**src/rtl/line_pos_counter.sv**
```systemverilog
// line_pos_counter: loadable up/down coordinate counter bounded to [LO, HI].
// Supports saturate (MODE 0), wrap (MODE 1) and bounce (MODE 2) behaviour at
// the bounds, plus level flags (at_hi/at_lo) and registered hit pulses.
//
// Handshake: there is no valid/ready pair. UP, DW and LD are plain per-cycle
// commands sampled on every rising edge; pos reflects them one edge later.
module line_pos_counter #(
   parameter int WIDTH  = 16,
   parameter int LO     = 18,
   parameter int HI     = 487,
   parameter int STEP_W = 4,
   parameter int MODE   = 0
) (
   input  logic              clk,
   input  logic              reset,
   input  logic              UP,
   input  logic              DW,
   input  logic              LD,
   input  logic [WIDTH-1:0]  d,
   input  logic [STEP_W-1:0] step,
   output logic [WIDTH-1:0]  pos,
   output logic              at_hi,
   output logic              at_lo,
   output logic              hit_hi,
   output logic              hit_lo,
   output logic              dir
);

   // Two spare bits: one for carry past HI, one for sign when going below zero.
   localparam int XW = WIDTH + 2;

   localparam logic [WIDTH-1:0]     LO_W  = WIDTH'(LO);
   localparam logic [WIDTH-1:0]     HI_W  = WIDTH'(HI);
   localparam logic signed [XW-1:0] LO_X  = XW'(LO);
   localparam logic signed [XW-1:0] HI_X  = XW'(HI);
   localparam logic signed [XW-1:0] ONE_X = XW'(1);

   // Bounce direction state; in modes 0/1 it never leaves UP_ST.
   typedef enum logic {
      UP_ST = 1'b0,
      DN_ST = 1'b1
   } state_t;

   state_t            state_q, state_d;
   logic [WIDTH-1:0]  pos_q, pos_d;
   logic              hit_hi_q, hit_hi_d;
   logic              hit_lo_q, hit_lo_d;

   logic signed [XW-1:0] pos_x;
   logic signed [XW-1:0] step_x;
   logic signed [XW-1:0] s_up;
   logic signed [XW-1:0] s_dn;
   logic signed [XW-1:0] s_mv;
   logic signed [XW-1:0] res_x;

   // Widened candidate positions for a move up and a move down.
   always_comb begin
      pos_x  = {2'b00, pos_q};
      step_x = {{(XW-STEP_W){1'b0}}, step};
      s_up   = pos_x + step_x;
      s_dn   = pos_x - step_x;
   end

   // Next-state logic: load beats move; boundary handling depends on MODE.
   always_comb begin
      pos_d   = pos_q;
      state_d = state_q;
      s_mv    = s_up;
      res_x   = pos_x;

      if (LD) begin
         if (d < LO_W) begin
            pos_d = LO_W;
         end else if (d > HI_W) begin
            pos_d = HI_W;
         end else begin
            pos_d = d;
         end
      end else if (MODE == 2) begin
         // Bounce: UP is a run enable, DW is ignored.
         if (UP && (step != '0)) begin
            if (state_q == UP_ST) begin
               if (s_up >= HI_X) begin
                  pos_d   = HI_W;
                  state_d = DN_ST;
               end else begin
                  pos_d = s_up[WIDTH-1:0];
               end
            end else begin
               if (s_dn <= LO_X) begin
                  pos_d   = LO_W;
                  state_d = UP_ST;
               end else begin
                  pos_d = s_dn[WIDTH-1:0];
               end
            end
         end
      end else if (UP != DW) begin
         s_mv = UP ? s_up : s_dn;
         if (s_mv > HI_X) begin
            res_x = (MODE == 1) ? (LO_X + (s_mv - HI_X - ONE_X)) : HI_X;
         end else if (s_mv < LO_X) begin
            res_x = (MODE == 1) ? (HI_X - (LO_X - s_mv - ONE_X)) : LO_X;
         end else begin
            res_x = s_mv;
         end
         pos_d = res_x[WIDTH-1:0];
      end

      // Pulse only on arrival at a bound, not while sitting on it.
      hit_hi_d = (pos_d == HI_W) && (pos_q != HI_W);
      hit_lo_d = (pos_d == LO_W) && (pos_q != LO_W);
   end

   // Register update with synchronous active-low reset overriding everything.
   always_ff @(posedge clk) begin
      if (!reset) begin
         pos_q    <= LO_W;
         state_q  <= UP_ST;
         hit_hi_q <= 1'b0;
         hit_lo_q <= 1'b0;
      end else begin
         pos_q    <= pos_d;
         state_q  <= state_d;
         hit_hi_q <= hit_hi_d;
         hit_lo_q <= hit_lo_d;
      end
   end

   assign pos    = pos_q;
   assign dir    = state_q;
   assign hit_hi = hit_hi_q;
   assign hit_lo = hit_lo_q;
   assign at_hi  = (pos_q == HI_W);
   assign at_lo  = (pos_q == LO_W);

endmodule
```
**config.mk**
```make
export PLATFORM = sky130hd
export DESIGN_NAME = line_pos_counter
export DESIGN_NICKNAME = d
export VERILOG_FILES = /design/src/rtl/line_pos_counter.sv
export SDC_FILE = /design/constraint.sdc
export NUM_CORES = 1
export LEC_CHECK = 0
export CAP_MARGIN = 20
export CORE_MARGIN = 3
export CORE_UTILIZATION = 29
export DETAILED_ROUTE_END_ITERATION = 16
export GPL_TIMING_DRIVEN = 0
export PLACE_DENSITY = 0.57
export SYNTH_ARGS = -nofsm -noshare
export SYNTH_HDL_FRONTEND = slang
export SYNTH_SLANG_ARGS = --single-unit
export TNS_END_PERCENT = 1
```
**constraint.sdc**
```tcl
create_clock -name clk -period 3.75 [get_ports clk]
set_input_delay 0.375 -clock clk [delete_from_list [all_inputs] [get_ports clk]]
set_output_delay 0.375 -clock clk [all_outputs]
set_load 0.02 [all_outputs]
```
# Yosys cells after proc, flatten, opt, wreduce, memory -nomap -nowiden
# Cells that the tools add are included.
[word_totals]
input_bits = 25
word_cells = 25
out_inout_bits = 21
ff_bits = 18
[classes]
n_eq_ne = 7
reduce_logical = 2
magnitude_cmp = 4
addsub = 2
muxes = 7
[ops]
columns = ["op", "count"]
rows = [
  ["$mux 16", 6],
  ["$eq 16x5->1 const B", 2],
  ["$eq 16x9->1 const B", 2],
  ["$gt 18x10->1 const B", 1],
  ["$lt 18x6->1 const B", 1],
  ["$mux 18", 1],
  ["$add 16x4->17", 1],
  ["$sub 16x4->17", 1],
  ["$gt 16x9->1 const B", 1],
  ["$lt 16x5->1 const B", 1],
  ["$ne 16x5->1 const B", 1],
  ["$ne 16x9->1 const B", 1],
  ["$logic_and 1x1->1", 2],
  ["$ne 1x1->1", 1],
]

# Depth between registers and ports, before layout
[depth]
word_depth = 9
mapped_depth = 14
depth_no_buf = 14

# Least setup slack after synthesis
# No wires, ideal clock.
[synth_path]
kind = "register to register"
start = "register pos_q[0] (netlist: pos[0])"
end = "register hit_hi_q (netlist: hit_hi)"
stages_incl_launch_ff = 15
synth_period_minus_slack_ns = 3.377
required_ns = 3.633
setup_time_ns = 0.117
path_buffers = 0
setup_slack_ns = 0.373
arrival_ns = 3.260
cell_sequence = "dfxtp_1 > inv_1 > ha_1 > inv_1 > fa_1 > a21o_1 > and2_1 > or3_1 > mux2_2 > a211oi_2 > nand4_2 > or2_4 > a2111oi_2 > nor4_1 > and4b_1"
[synth_between]
elab_chain_len = 9
word_cells_on_any_way = 12
classes_between = "add/sub: 2; order compare: 2; eq/ne: 2; mux: 5; reduce/logical: 1"
[synth_lines]
columns = ["item", "line", "source"]
rows = [
  ["start: declaration", "45", "logic [WIDTH-1:0] pos_q, pos_d;"],
  ["start signal: assignment", "123", "pos_q <= pos_d;"],
  ["$sub 16x4->17 / $add 16x4->17 (equally long branches)", "61, 60", ""],
  ["$mux 18", "99", "s_mv = UP ? s_up : s_dn;"],
  ["$lt 18x6->1", "102", "end else if (s_mv < LO_X) begin"],
  ["$mux 16", "102", ""],
  ["$mux 16", "100", "if (s_mv > HI_X) begin"],
  ["$mux 16", "98", "end else if (UP != DW) begin"],
  ["$mux 16", "71", "if (LD) begin"],
  ["$eq 16x9->1", "111", "hit_hi_d = (pos_d == HI_W) && (pos_q != HI_W);"],
  ["$logic_and 1x1->1 *", "111", ""],
  ["end signal: assignment", "125", "hit_hi_q <= hit_hi_d;"],
  ["end: declaration", "46", "logic hit_hi_q, hit_hi_d;"],
]
# Mark *: on every way between the ends. The rest lies on a longest branch, timed or not.
# A chain may end at the register's enable or synchronous reset.

# Final worst setup path
[layout_path]
start = "register pos_q[10] (netlist: pos[10])"
end = "output port at_hi"
[layout_between]
elab_chain_len = 1
[layout_lines]
columns = ["item", "line", "source"]
rows = [
  ["$eq 16x9->1", "134", "assign at_hi = (pos_q == HI_W);"],
  ["end: declaration", "22", "output logic at_hi,"],
]
# No other way between the ends.

==> metrics.md <==
| Metric | Value |
|---|---|
| Outcome | finished clean |
| Sw Share | 39.56% |
| Sequential share of power | 28.0% |
| Internal Pwr Total | 0.0004678 W |
| Die W | 90.73 um |
| Synth Flop Type | dfxtp_1 |
| Startpoint types | register |
| Initial core utilization | 30.31% |
| Fin. max-slew vios | 0 |
| Number of DRC markers in iteration 0 | 133 |
| Setup TNS | 0 ns |
| R2R setup slack | 0.21 ns |
| Worst endpoint required time | 3.38 ns |
| Grt total ovfl | 0 |
| Post-Route WL | 6763 um |
| Multiplexer share of the synthesized area | 1.022% |
| Clock share of power | 22.0% |
| Worst Hold Class | reg -> reg |
| Worst ir drop on vdd | 0.0001188 V |
| Comb power frac | 50.1% |
| FFs w/ async S/R, synth | 0% |
| Nets | 359 |
| Register area share after synthesis | 17.31% |
| Commonest non-fill, non-tap cell in the layout | clkdlybuf4s50_1 |
| Final HPWL DP | 5112 um |
| Setup Viol. Count Final | 0 |
| CORE AREA | 6869 um2 |
| Num ports | 46 |
| PortBufs | 44 |
| Yosys cell types | 77 |
| Total clock sinks | 18 |
| Core Rows | 30 |
| Mapped cell area | 2082 um2 |
| Avg Synthesized Cell Area | 7.740 um2 |
| Total Power | 0.0007739 W |
| Largest net degree at the start of global routing | 11 |
| Die outline height | 90.73 um |
| CTS root buffer | clkbuf_8 |
| Simple-gate share of the synthesized area | 38.16% |
| Cell accounting for the most synthesized area | dfxtp_1 |
| Final hold viol count | 0 |
| Compound-Gate Fraction of Synth Area | 26.74% |
| ANT cells | 0 |
| Net switching power | 0.0003061 W |
| Vias in the first global route | 2212 |
| Max Buffers Root-to-Sink | 2 |
| Syn Nets | 304 |
| CTS tree | yes |
| Yosys top cell area share | 17.31% |
| Initial antenna violation count | 0 |
| Layout cell share with drive strength beyond 1 | 21.67% |
| Max-slew headroom at the worst pin | 32.25% |
| Dpl ws | -0.4905 ns |
| Avg WL per Cell | 16.14 um |
| Period utilization | 95.55% |
| Area contributors post-synth | dfxtp_1 17%, ha_1 4.8%, nor2_1 4.7% |
| Worst-Skew Late Latency | 0.27 ns |
| Endpoint class of the critical path | output port |
| Clock Skews | 0.008883 ns |
| Gpl congestion | 0.9042 |
| Adder-cell share of the synthesized area | 6.731% |
| Tmin final | 3.583 ns |
| Largest family of logic cells by synthesized area | simple AND/OR/NAND/NOR gates |
| Total number of H-tree levels | 1 |
| Xor-xnor portion of the synthesized cell area | 4.207% |
| Total GRT Usage | 16.20% |
| Leakage power | 1.121 nW |
| Fmax | 279.1 MHz |
| Register bit total from synthesis | 18 |
| Post-synth EDFFs | 0 |
| Commonest non-fill, non-tap cells in the layout | 40 x clkdlybuf4s50_1, 25 x nor2_1, 20 x nand2_1 |
| Syn Inst Count | 269 |
| DIE AREA | 8232 um2 |
| First-pass GRT wire length | 10980 um |
| Critical path type | reg -> out |
| Routed Antenna Nets | 0 |
| Crit-path max FO | 8 |
| Clock transition at path regs | 0.07 ns |
| P&R area growth vs syn | 40.14% |
| Drt drc | 0 |
| Maxcap violations | 0 |
| Initial DRT Pass Iterations | 4 |
| Synth Warn # | 0 |
| Cts bufs inserted | 3 |
| Power Density | 265.2 nW/um2 |
| Critical Path AT | 3.21 ns |
| Worst Tran Pin Value | 1.009 ns |
| Via density | 5.396 |
| Via count | 2261 |
| Final WS setup | 0.1667 ns |
-- final timing paths --
check,from,to,cells after the start
max,pos[10]$_SDFF_PN0_,at_hi,6
min,pos[11]$_SDFF_PN0_,pos[11]$_SDFF_PN0_,1
max reg2reg,pos[0]$_SDFF_PN0_,hit_lo$_SDFF_PN0_,15
min reg2reg,pos[11]$_SDFF_PN0_,pos[11]$_SDFF_PN0_,1
-- critical path, cell delays in order (launching register included) --
cell	delay, ns
dfxtp_1	0.38
or3_4	0.41
or4_4	0.46
nor4b_1	0.29
inv_1	0.13
nor4_1	0.55
clkdlybuf4s50_1	0.73
-- per-layer routing --
layer | share of wire (%) | routed length, um | vias to the layer above | GRT usage [%]
li1 | - | - | 1110 | -
met4 | 2.2 | 150 | 0 | 5.995
met3 | 6.0 | 409 | 11 | 1.833
met1 | 45 | 3067 | 1053 | 22.02
met5 | 0 | 0 | - | 0
met2 | 46 | 3135 | 87 | 26.19
-- kinds of logic (layout without fill, tap and decap cells) --
logic type / count (synthesis) / after routing
XOR/XNOR: 10 / 10
buffers and inverters: 23 / 77
multiplexers: 2 / 2
flip-flops: 18 / 18
other: 1 / 1
AND/OR/NAND/NOR: 133 / 133
adder cells (fa/ha/maj): 10 / 10
AO/OA/AOI/OAI: 72 / 72
-- layout make-up --
type,count,area [um2]
Multi-Input combinational cell,228,1763
Timing Repair Buffer,50,495.5
Inverter,14,52.55
Tap cell,96,120.1
Sequential cell,18,365.4
Buffer,9,66.31
Fill cell,700,3951
Clock buffer,4,55.05
-- repair_timing --
action                                  CTS  global route
setup buffers                             2             4
pin swaps                                 8            16
endpoints found under the setup margin    2             3
hold endpoints to repair                  0             0
hold buffers                              0             0
cloned                                    0             0
gates resized for setup                   8            30
-- synth_stat cells, drive strengths merged (2+ instances only) --
library cell  count
nand2            20
buf               6
or4               5
o21ai            17
and4              3
a31oi             5
nor4             10
nor2             27
nand3             9
a21oi            13
a22oi             2
and2             10
o22ai             3
nand4             3
or3               5
nor3             12
o21a              5
o2111ai           2
nor4bb            2
ha                8
o211ai            4
and3              5
fa                2
a2111oi           2
a211oi            7
clkbuf            3
inv              13
nand2b            7
nor2b             4
o31ai             2
nor4b             2
xnor2             4
xor2              6
a21o              2
or2               6
dfxtp            18
-- sequential cells by signal (all words and copies together), names as in the netlist --
name / count
hit_hi: 1
hit_lo: 1
pos: 16
-- power groups by stage --
stage          Sequential [W]  Combinational [W]  Clock, W
2_1_floorplan        0.000228           0.000215         0
3_3_place_gp         0.000220           0.000333         0
3_5_place_dp         0.000220           0.000334         0
4_1_cts              0.000216           0.000351  0.000171
5_1_grt              0.000219           0.000421  0.000181
6_report             0.000216           0.000388  0.000170
-- stage by stage --
step | hold WS [ns] | utilization, % | cells | cell area (um2)
CTS | 0.5611 | 40.11 | 415 | 2755
global route | 0.5863 | 42.48 | 419 | 2918
detailed placement | 0.5480 | 38.47 | 409 | 2643
global placement | 0.5411 | 38.47 | 409 | 2643
finish | 0.5578 | 42.48 | 419 | 2918
floorplan | 0.4369 | - | 269 | 2082
No activity file was read; power rests on OpenSTA's default activity.
